### config.mk
export PLATFORM = sky130hd
export DESIGN_NAME = gcd_binary_engine
export DESIGN_NICKNAME = d
export VERILOG_FILES = /design/src/rtl/gcd_binary_engine.sv
export SDC_FILE = /design/constraint.sdc
export NUM_CORES = 1
export LEC_CHECK = 0
export CORE_ASPECT_RATIO = 0.8
export CORE_MARGIN = 2
export CORE_UTILIZATION = 30
export DETAILED_ROUTE_END_ITERATION = 12
export PLACE_DENSITY_LB_ADDON = 0.2
export SLEW_MARGIN = 20
export SYNTH_ARGS = -nofsm -noshare
export SYNTH_HDL_FRONTEND = slang
export SYNTH_SLANG_ARGS = --single-unit
### constraint.sdc
create_clock -name clk -period 3.6 [get_ports clk]
set_input_delay 0.54 -clock clk [delete_from_list [all_inputs] [get_ports clk]]
set_output_delay 0.54 -clock clk [all_outputs]
set_load 0.05 [all_outputs]
### src/rtl/gcd_binary_engine.sv
// Binary (Stein) GCD engine with valid/ready handshakes on operands and result.
// Optional CALC-cycle counter port `cycles` when GCD_CYCLE_COUNT_EN is defined.
module gcd_binary_engine #(
  parameter int unsigned NBITS = 32,
  parameter int unsigned CNT_W = 8
) (
  input  logic             clk,
  input  logic             reset_n,
  input  logic             in_valid,
  output logic             in_ready,
  input  logic [NBITS-1:0] a_in,
  input  logic [NBITS-1:0] b_in,
  output logic             out_valid,
  input  logic             out_ready,
  output logic [NBITS-1:0] result
`ifdef GCD_CYCLE_COUNT_EN
  ,
  output logic [CNT_W-1:0] cycles
`endif
);

  localparam int unsigned KW = $clog2(NBITS + 1);

  localparam logic [1:0] S_IDLE = 2'd0;
  localparam logic [1:0] S_CALC = 2'd1;
  localparam logic [1:0] S_DONE = 2'd2;

  if (NBITS < 2 || CNT_W < 1) begin : g_param_chk
    $error("gcd_binary_engine: NBITS must be >= 2 and CNT_W >= 1");
  end

  logic [1:0]       state_q, state_d;
  logic [NBITS-1:0] a_q, a_d;
  logic [NBITS-1:0] b_q, b_d;
  logic [KW-1:0]    k_q, k_d;
  logic [NBITS-1:0] result_q, result_d;
  logic             in_ready_q, in_ready_d;
  logic             out_valid_q, out_valid_d;

`ifdef GCD_CYCLE_COUNT_EN
  logic [CNT_W-1:0] cyc_q, cyc_d;
`endif

  // State and datapath registers
  always_ff @(posedge clk or negedge reset_n) begin
    if (!reset_n) begin
      state_q     <= S_IDLE;
      a_q         <= '0;
      b_q         <= '0;
      k_q         <= '0;
      result_q    <= '0;
      in_ready_q  <= 1'b1;
      out_valid_q <= 1'b0;
`ifdef GCD_CYCLE_COUNT_EN
      cyc_q       <= '0;
`endif
    end else begin
      state_q     <= state_d;
      a_q         <= a_d;
      b_q         <= b_d;
      k_q         <= k_d;
      result_q    <= result_d;
      in_ready_q  <= in_ready_d;
      out_valid_q <= out_valid_d;
`ifdef GCD_CYCLE_COUNT_EN
      cyc_q       <= cyc_d;
`endif
    end
  end

  // Next-state logic; one Stein reduction step per CALC cycle
  always_comb begin
    state_d     = state_q;
    a_d         = a_q;
    b_d         = b_q;
    k_d         = k_q;
    result_d    = result_q;
    in_ready_d  = in_ready_q;
    out_valid_d = out_valid_q;
`ifdef GCD_CYCLE_COUNT_EN
    cyc_d       = cyc_q;
`endif

    case (state_q)
      S_IDLE: begin
        if (in_valid && in_ready_q) begin
          a_d        = a_in;
          b_d        = b_in;
          k_d        = '0;
          in_ready_d = 1'b0;
`ifdef GCD_CYCLE_COUNT_EN
          cyc_d      = '0;
`endif
          if (a_in == '0 || b_in == '0) begin
            // With one operand zero the OR is the other operand (or zero)
            result_d    = a_in | b_in;
            out_valid_d = 1'b1;
            state_d     = S_DONE;
          end else begin
            state_d = S_CALC;
          end
        end
      end

      S_CALC: begin
`ifdef GCD_CYCLE_COUNT_EN
        if (cyc_q != {CNT_W{1'b1}}) begin
          cyc_d = cyc_q + CNT_W'(1);
        end
`endif
        if (a_q == b_q) begin
          result_d    = a_q << k_q;
          out_valid_d = 1'b1;
          state_d     = S_DONE;
        end else if (!a_q[0] && !b_q[0]) begin
          a_d = a_q >> 1;
          b_d = b_q >> 1;
          k_d = k_q + KW'(1);
        end else if (!a_q[0]) begin
          a_d = a_q >> 1;
        end else if (!b_q[0]) begin
          b_d = b_q >> 1;
        end else if (a_q > b_q) begin
          a_d = (a_q - b_q) >> 1;
        end else begin
          b_d = (b_q - a_q) >> 1;
        end
      end

      S_DONE: begin
        if (out_ready) begin
          out_valid_d = 1'b0;
          in_ready_d  = 1'b1;
          state_d     = S_IDLE;
        end
      end

      default: begin
        out_valid_d = 1'b0;
        in_ready_d  = 1'b1;
        state_d     = S_IDLE;
      end
    endcase
  end

  assign in_ready  = in_ready_q;
  assign out_valid = out_valid_q;
  assign result    = result_q;
`ifdef GCD_CYCLE_COUNT_EN
  assign cycles    = cyc_q;
`endif

endmodule

==> results of run 1 <==
[repair_timing]
| action | CTS | global route |
|---|---|---|
| hold buffers | 0 | 0 |
| endpoints found under the setup margin | 0 | 1 |
| gates resized for setup | 0 | 1 |
[per-layer routing]
| metal | up-vias | GRT usage, % |
|---|---|---|
| li1 | 5238 | - |
| met1 | 5510 | 37.3 |
| met2 | 567 | 35.7 |
| met3 | 74 | 7.05 |
| met4 | 0 | 8.62 |
| met5 | - | 0 |
[final cells by class]
class                      count  area (µm²)  area share [%]
clock buffer                  12         246            1.91
clock inverter                 4        51.3           0.397
inverter                      78         293            2.27
multi-input combinational   1084        7270            56.3
sequential                   106        2660            20.6
tap                          472         591            4.57
timing repair buffer         197        1800            14.0
[flip-flops by register name, summed over array words and instances (netlist names)]
register,cells
result,32
b_q,32
out_valid,1
a_q,32
k_q,6
state_q,2
in_ready,1
[metrics by stage]
| stage | instances | total power (µW) | utilization (%) |
|---|---|---|---|
| 2_1_floorplan | 1374 | 1240 | - |
| 3_5_place_dp | 1937 | 1420 | 36.0 |
| 3_3_place_gp | 1937 | 1420 | 36.0 |
| 4_1_cts | 1953 | 2510 | 36.9 |
| 6_report | 1953 | 2480 | 36.9 |
| 5_1_grt | 1953 | 2560 | 36.9 |
[cells by family after synthesis]
group / after synthesis
compound gates: 515
fa+ha+maj: 68
mux: 51
buf+inv: 184
simple gates: 394
xor+xnor: 56
flops: 106
[placed cells by master, fill, tap and decap left out, drive strengths merged, types with 12 or more instances in the layout]
cell and n:
clkdlybuf4s50 100, ha 66, nand2 136, mux2i 27, clkbuf 12, o21a 12
a221oi 19, nand4 15, dfrtp 105, inv 78, xor2 18, nand3 29
o211ai 42, o21ai 150, nor3 31, nor4 17, a31oi 21, a21oi 113
a211oi 12, nor2 119, buf 97, o221ai 21, mux4 20, o22ai 14
nor2b 15, xnor2 38, o31ai 17, a21o 34
[power by group]
part | switching (µW) | leakage [µW] | internal [µW] | total, µW
Clock | 527 | 0.000143 | 561 | 1090
Sequential | 0 | 0.00123 | 1190 | 1190
Combinational | 119 | 0.00416 | 87.0 | 206
Total | 645 | 0.00554 | 1840 | 2480
[how the worst min path moves through the flow]
stage,from,endpoint,depth (start not counted)
final,reset_n,b_q[10]$_DFFE_PN0P_,1
after global routing,reset_n,b_q[10]$_DFFE_PN0P_,1
after CTS,reset_n,b_q[10]$_DFFE_PN0P_,1
after detailed placement,result[11]$_DFFE_PN0P_,result[11]$_DFFE_PN0P_,2
after global placement,result[5]$_DFFE_PN0P_,result[5]$_DFFE_PN0P_,2
after floorplan,reset_n,a_q[0]$_DFFE_PN0P_,0
==> results, run 1 <==
- The run finished with clean final reports.
- The worst-case IR drop observed on VDD is 0.177 mV.
- The pin slew with the least headroom to its limit is 0.984 ns.
- The critical path crosses 13 cells after its start point.
- The clock-pin slew on the worst setup and hold paths is 0.08 ns.
- The number of design-rule violations left by the first detailed-router iteration is 1,248.
- The worst hold-check path type is input pin to asynchronous set/reset pin.
- The post-synthesis share of cell area spent on full adders, half adders and majority gates is 8.06%.
- The number of input and output port buffers inserted is 101.
- In this run the critical register-to-register path is captured at b_q[27]$_DFFE_PN0P_.
- The number of nets produced by synthesis is 1,510.
- The worst setup path is captured at a flop.
- The first-pass detailed-route iteration total is 5.
- The die covers 0.0373 mm².
- The final cycle utilization of the critical path is 93.1%.
- The pre-CTS setup slack is -0.0162 ns.
- The maximum fanout along the worst path is 5.
- At the end of routability-driven placement, the weighted congestion stood at 0.988.
- The clock latency of the later-clocked register in the worst-skew pair is 0.39 ns.
- The share of cell area taken by muxes after synthesis is 7.13%.
- The number of cells traversed by the worst register-to-register path is 13.
- The maximum buffer depth of the clock tree is 2.
- The share of synthesized cell area in and, or, nand and nor gates is 16.8%.
- The overall die width is 216 µm.
- Timing would allow up to 298 MHz.
- The worst register-to-register path begins at b_q[0]$_DFFE_PN0P_.
- Routed signal wires occupy layers up through met4.
- Summing the areas of all xor and xnor instances in the mapped netlist gives 4.57% of the synthesized area.
- For this configuration, the core starts out at a cell density of 30.7%.
- For the final database, setup skew stands at 0.0105 ns.
- Once detailed placement completed, the half-perimeter wirelength came to 37.6 mm.
- By area, the combinational part of the netlist is dominated by compound AO/OA/AOI/OAI gates.
- The area fraction of the dominant cell type after synthesis is 24.5%.
- The final setup violation count is 0.
- The setup check on the worst reg-to-reg path leaves a slack of 0.25 ns.
- The sum of overflow across all layers after global routing is 0.
- The routed design uses 4.59 mm of met3 wire.
- In this design, the stage delay of the slowest critical-path cell is 0.48 ns.
- Setup repair after global routing left no endpoint under its margin.
- In the final routing, the length of wire on met1 measures 22.3 mm.
- Adding up every negative setup slack in the final design gives 0 ns.
- The synthesized flop and latch total is 106.
- CTS built an H-tree with a depth of 3.
- The slowest cell on the critical path is sky130_fd_sc_hd__o21ai_1.
- The worst setup path is of the flop to flop kind.
- The compound-cell area share of the yosys netlist is 31.0%.
- In the routed design, unresolved DRC markers number 0.
- The static power due to leakage is 0.00554 µW.
- The area added between synthesis and finish is 20.2%.
- After synthesis, the share of flip-flops with an asynchronous set or reset is 100%.
- The post-route standard cell area excluding fillers is 0.0129 mm².
- The routed design has 47.6 mm of wire.
- The count of buffering cells on the critical path with inverters included is 2.
- The core area is 0.0350 mm².
- The beginning of the critical path is b_q[0]$_DFFE_PN0P_.
- The first global-routing pass estimated 71.7 mm of wire.
- The layout net count is 1,612.
- The number of failing hold endpoints at the final stage is 0.
- The post-route minimum period is 3.35 ns.
- The placed instances occupy a cell area of 0.0126 mm².
- The critical path data arrival time is 3.61 ns.
- Across every metal layer, demand over resource in global routing totals 25.5%.
- Summed over all instances, the cell type with the most area after synthesis is sky130_fd_sc_hd__dfrtp_1.
- Row generation in the floorplan step produced 61 rows.
- The commonest cells after synthesis are sky130_fd_sc_hd__nand2_1, sky130_fd_sc_hd__o21ai_0, sky130_fd_sc_hd__nor2_1, sky130_fd_sc_hd__a21oi_1, sky130_fd_sc_hd__dfrtp_1.
- Hold timing on the final database bottoms out at a slack of 0.314 ns.
- Counting the buffers created by CTS gives 9.
- The max-slew violation count is 0.
- Clock tree synthesis selected as its root buffer the cell sky130_fd_sc_hd__clkbuf_16.
- The average wire length per cell after detail routing is 24.4 µm.
- The termination of the worst setup path is b_q[27]$_DFFE_PN0P_.
- The die extent in y is 173 µm.
- The worst setup path is launched from a flop.
- In this run the power density over the cells is 192 mW/mm².
- The kind of cell adding the most delay to the critical path is compound AO/OA/AOI/OAI gates.
- The average footprint of a synthesized cell is 7.82 µm².
- The required time at the worst-slack endpoint is 3.86 ns.
- The number of antenna violations at the first check in global routing is 0.
- The via count of the first global-routing pass is 11.1k.
- Counting flops with a built-in enable in the synthesized netlist gives 0.
- For this run, the leading register cell type out of synthesis is sky130_fd_sc_hd__dfrtp_1.
- The detail route stage leaves a number of antenna-violating nets equal to 0.
- The number of warning messages in the yosys log is 0.
- By area the synthesized netlist is led by sky130_fd_sc_hd__dfrtp_1, sky130_fd_sc_hd__ha_1, sky130_fd_sc_hd__o21ai_0.
- The normalized max-slew margin is 34.4%.
- The fraction of final layout cells with drive strength greater than 1 is 11.1%.
- TritonCTS built the clock tree.
- After technology mapping, the gate count stands at 1,374.
- In this run the cell area of the synthesized design comes to 0.0107 mm².
- For this run, the register share of the synthesized area comes to 24.7%.
- The critical path goes through inv_1 -> ha_1 -> fa_1 -> nor2b_1 -> o211ai_1 -> nand2_1 -> a311oi_1 -> buf_4 -> o21ai_1 -> a21oi_1 -> xnor2_1 -> a221oi_1 -> o22ai_1.
- The detailed router placed 11.4k vias in this run.
- In this run the post-CTS setup repair buffer count came out at 0.
- The max-capacitance violation count is 0.
- The number of distinct library cells after synthesis is 80.
- The worst path meets setup with 0.250 ns of slack.
- The number of fillers in the final layout is 3,668.
- The pin count of the biggest net entering global routing is 112.
- The clock sink total is 106.
- The top-level port count is 102.
- Detailed routing placed a total of 19.1 mm of wire on met2.
- Using the TritonRoute via totals, the vias-per-cell ratio works out to 5.83.
- The repair_antennas step left the layout with diodes totalling 0.
- The most used standard cell by instance count after synthesis is sky130_fd_sc_hd__nand2_1.
Power figures use the tool's default switching activity.
==> run 2: changes to the inputs <==
Settings changed: CORE_MARGIN 2 to unset.
Clock period 3.6 ns to 2.7 ns, I/O delays scaled along.
==> results, run 2 (synthesis results as in run 1) <==
- The normalized max-slew margin is 52.2% (+18 points).
- The top-level port count is 102 (unchanged).
- The critical path data arrival time is 3.34 ns (-0.27 ns).
- The die extent in y was 171 µm (-1.2%).
- The final setup violation count is 91 (+91).
- The proportion of power drawn by combinational gates came to 10.3% (+2.0 points).
- From synthesis to final layout, the design area changed by 62.7%.
- The pin count of the biggest net entering global routing was 61 (-46%).
- The worst setup path is launched from a flop.
- The endpoint identified for the worst register-to-register timing path is a_q[26]$_DFFE_PN0P_.
- The part of the total power dissipated in sequential elements is 46.4% (-1.5 points).
- The core area is 0.0350 mm² (unchanged).
- TritonCTS built the clock tree.
- The clock tree root buffer cell is sky130_fd_sc_hd__clkbuf_16.
- The net switching power came to 943 µW (+46%).
- The CTS H-tree depth is 3 (unchanged).
- The cell area after placement was 0.0149 mm² (+18%).
- The switching power as a share of total power is 27.6% (+1.6 points).
- The count of antenna diodes in the layout is 0 (unchanged).
- The pin slew with the least headroom to its limit came to 0.710 ns (-0.274 ns).
- The worst clock skew is 0.0168 ns (+0.00629 ns).
- The average wire length per cell after detail routing is 23.8 µm (-2.4%).
- The clock-pin slew on the worst setup and hold paths is 0.08 ns (about the same).
- The path type of the worst setup path is flop to flop.
- The sum of routed wire length over all layers is 54.8 mm (+15%).
- The HPWL reported at the end of detailed placement is 40.3 mm (+7.2%).
- The final cycle utilization of the critical path is 112% (+19 points).
- The first-pass GRT wire length is 81.0 mm (+13%).
- The final antenna-violating net count is 0 (unchanged).
- The clock latency of the later-clocked register in the worst-skew pair is 0.41 ns (+0.02 ns).
- The post-route standard cell area excluding fillers is 0.0175 mm² (+35%).
- The initial standard-cell utilization of the core was 30.7% (unchanged).
- The minimum hold slack was -0.0154 ns (-0.329 ns).
- The area of the die is 0.0366 mm² (-2.1%).
- The floorplan row count is 61 (unchanged).
- The required time at the worst-slack endpoint was 3.01 ns (-0.85 ns).
- The flow ran to the end, but the final reports show violations.
- The placer congestion estimate is 1.01 (+2.4%).
- The achievable frequency is 330 MHz (+11%).
- The overall die width is 214 µm (-0.93%).
- The library cell used most frequently in the layout, excluding fill and tap cells, is sky130_fd_sc_hd__buf_4.
- The internal reg-to-reg setup slack is -0.33 ns (-0.58 ns).
- The static power due to leakage is 0.00772 µW (+39%).
- The via count of the first global-routing pass is 12.6k (+14%).
- The fraction of final layout cells with drive strength greater than 1 is 39.2% (+28 points).
- The via density per instance is 5.72 (-2.0%).
- The number of design rule violations left after detail routing came to 0 (unchanged).
- The non-filler instance count after layout was 2,304 (+18%).
- The post-route minimum period came to 3.03 ns (-0.322 ns).
- The number of buffers created by CTS is 9 (unchanged).
- The clock share of power is 43.4% (-0.4 points).
- The first-pass detailed-route iteration total came to 5 (unchanged).
- The total track usage was 30.1% (+4.6 points).
- The number of antenna violations at the first check in global routing is 2 (+2).
- The final reports fail on negative hold slack, negative setup slack.
- The clock sink total is 106 (unchanged).
- The max-capacitance violation count was 0 (unchanged).
- The layout net count is 1,963 (+22%).
- The post-route worst setup slack is -0.328 ns (-0.578 ns).
- The worst setup path is captured at a flop.
- The number of placed instances with taps included is 2,219 (+15%).
- The power density normalized to cell area is 196 mW/mm² (+1.8%).
- The worst register-to-register path begins at a_q[0]$_DFFE_PN0P_.
- The max-slew violation count is 0 (unchanged).
- The number of cells traversed by the worst register-to-register path was 16 (+3).
- The total number of vias is 13.2k (+16%).
- The total internal power is 2480 µW (+35%).
- The maximum buffer depth of the clock tree is 2 (unchanged).
- The maximum fanout along the worst path is 10 (+5).
- Setup repair after global routing could not meet its margin everywhere.
- The number of buffers inserted by hold repair at cts is 0 (unchanged).
- The sum of overflow across all layers after global routing came to 0 (unchanged).
- The top cell types in the final layout, fill and taps aside, are sky130_fd_sc_hd__buf_4, sky130_fd_sc_hd__nor2_1, sky130_fd_sc_hd__dfrtp_1.
- The number of failing hold endpoints at the final stage came to 4 (+4).
- The worst hold-check path type is input pin to asynchronous set/reset pin.
- The number of design-rule violations left by the first detailed-router iteration is 1,452 (+16%).
- The maximum resistive drop on vdd is 0.244 mV (+38%).
- The number of input and output port buffers inserted is 101 (unchanged).
[run 2: power by group through the flow]
stage	registers, µW	clock network [µW]	logic (µW)
5_1_grt	1590	1560	371
6_report	1590	1480	351
2_1_floorplan	1620	0	42.0
3_5_place_dp	1620	0	330
4_1_cts	1590	1510	340
3_3_place_gp	1620	0	333
[run 2: final cells by class]
type | instances | area [µm²]
Clock buffer | 10 | 229
Clock inverter | 6 | 65.1
Fill cell | 3350 | 17600
Inverter | 78 | 295
Multi-Input combinational cell | 1085 | 8570
Sequential cell | 106 | 2660
Tap cell | 472 | 591
Timing Repair Buffer | 547 | 5080
[run 2: metrics by stage]
| stage | setup slack [ns] | TNS (ns) | utilization [%] | total power [µW] |
|---|---|---|---|---|
| global placement | -0.579 | -34.69 | 42.5 | 1950 |
| CTS | -0.204 | -8.09 | 47.7 | 3440 |
| detailed placement | -0.611 | -35.72 | 42.5 | 1950 |
| floorplan | -0.0453 | -0.0453 | - | 1660 |
| finish | -0.328 | -13.97 | 49.9 | 3420 |
| global route | -0.424 | -22.50 | 49.9 | 3510 |
[run 2: repair_timing]
item | CTS | global route
cloned | 17 | 3
endpoints found under the setup margin | 100 | 101
endpoints found under the hold margin | 0 | 0
pin swaps | 58 | 60
setup buffers | 33 | 20
gates resized for setup | 215 | 130
[run 2: how the worst max path moves through the flow]
stage | endpoint | start | depth (start not counted)
6_report | a_q[26]$_DFFE_PN0P_ | a_q[0]$_DFFE_PN0P_ | 16
3_3_place_gp | result[30]$_DFFE_PN0P_ | b_in[21] | 9
2_1_floorplan | a_q[29]$_DFFE_PN0P_ | a_q[0]$_DFFE_PN0P_ | 12
3_5_place_dp | result[11]$_DFFE_PN0P_ | b_in[21] | 10
5_1_grt | a_q[18]$_DFFE_PN0P_ | a_q[0]$_DFFE_PN0P_ | 15
4_1_cts | a_q[1]$_DFFE_PN0P_ | a_q[0]$_DFFE_PN0P_ | 16
[run 2: routing by layer]
metal	routed length [µm]	share of wire [%]	vias up	global-route usage [%]
li1	-	-	5981	-
met1	25300	46	6467	43.8
met2	23100	42	616	44.1
met3	4580	8.4	100	5.82
met4	1860	3.4	4	10.0
met5	27	0.049	-	0
[run 2: worst max-delay path: stages, from the launching register on]
cell,delay (ns)
sky130_fd_sc_hd__dfrtp_2,0.44
sky130_fd_sc_hd__inv_4,0.07
sky130_fd_sc_hd__ha_4,0.13
sky130_fd_sc_hd__fa_2,0.21
sky130_fd_sc_hd__nor2b_2,0.05
sky130_fd_sc_hd__o31a_1,0.32
sky130_fd_sc_hd__o211ai_1,0.19
sky130_fd_sc_hd__buf_4,0.18
sky130_fd_sc_hd__a21boi_4,0.07
sky130_fd_sc_hd__o21ai_4,0.21
sky130_fd_sc_hd__a21oi_2,0.10
sky130_fd_sc_hd__buf_4,0.15
sky130_fd_sc_hd__o31ai_4,0.27
sky130_fd_sc_hd__buf_12,0.19
sky130_fd_sc_hd__buf_4,0.13
sky130_fd_sc_hd__a211oi_4,0.04
sky130_fd_sc_hd__a211oi_2,0.19
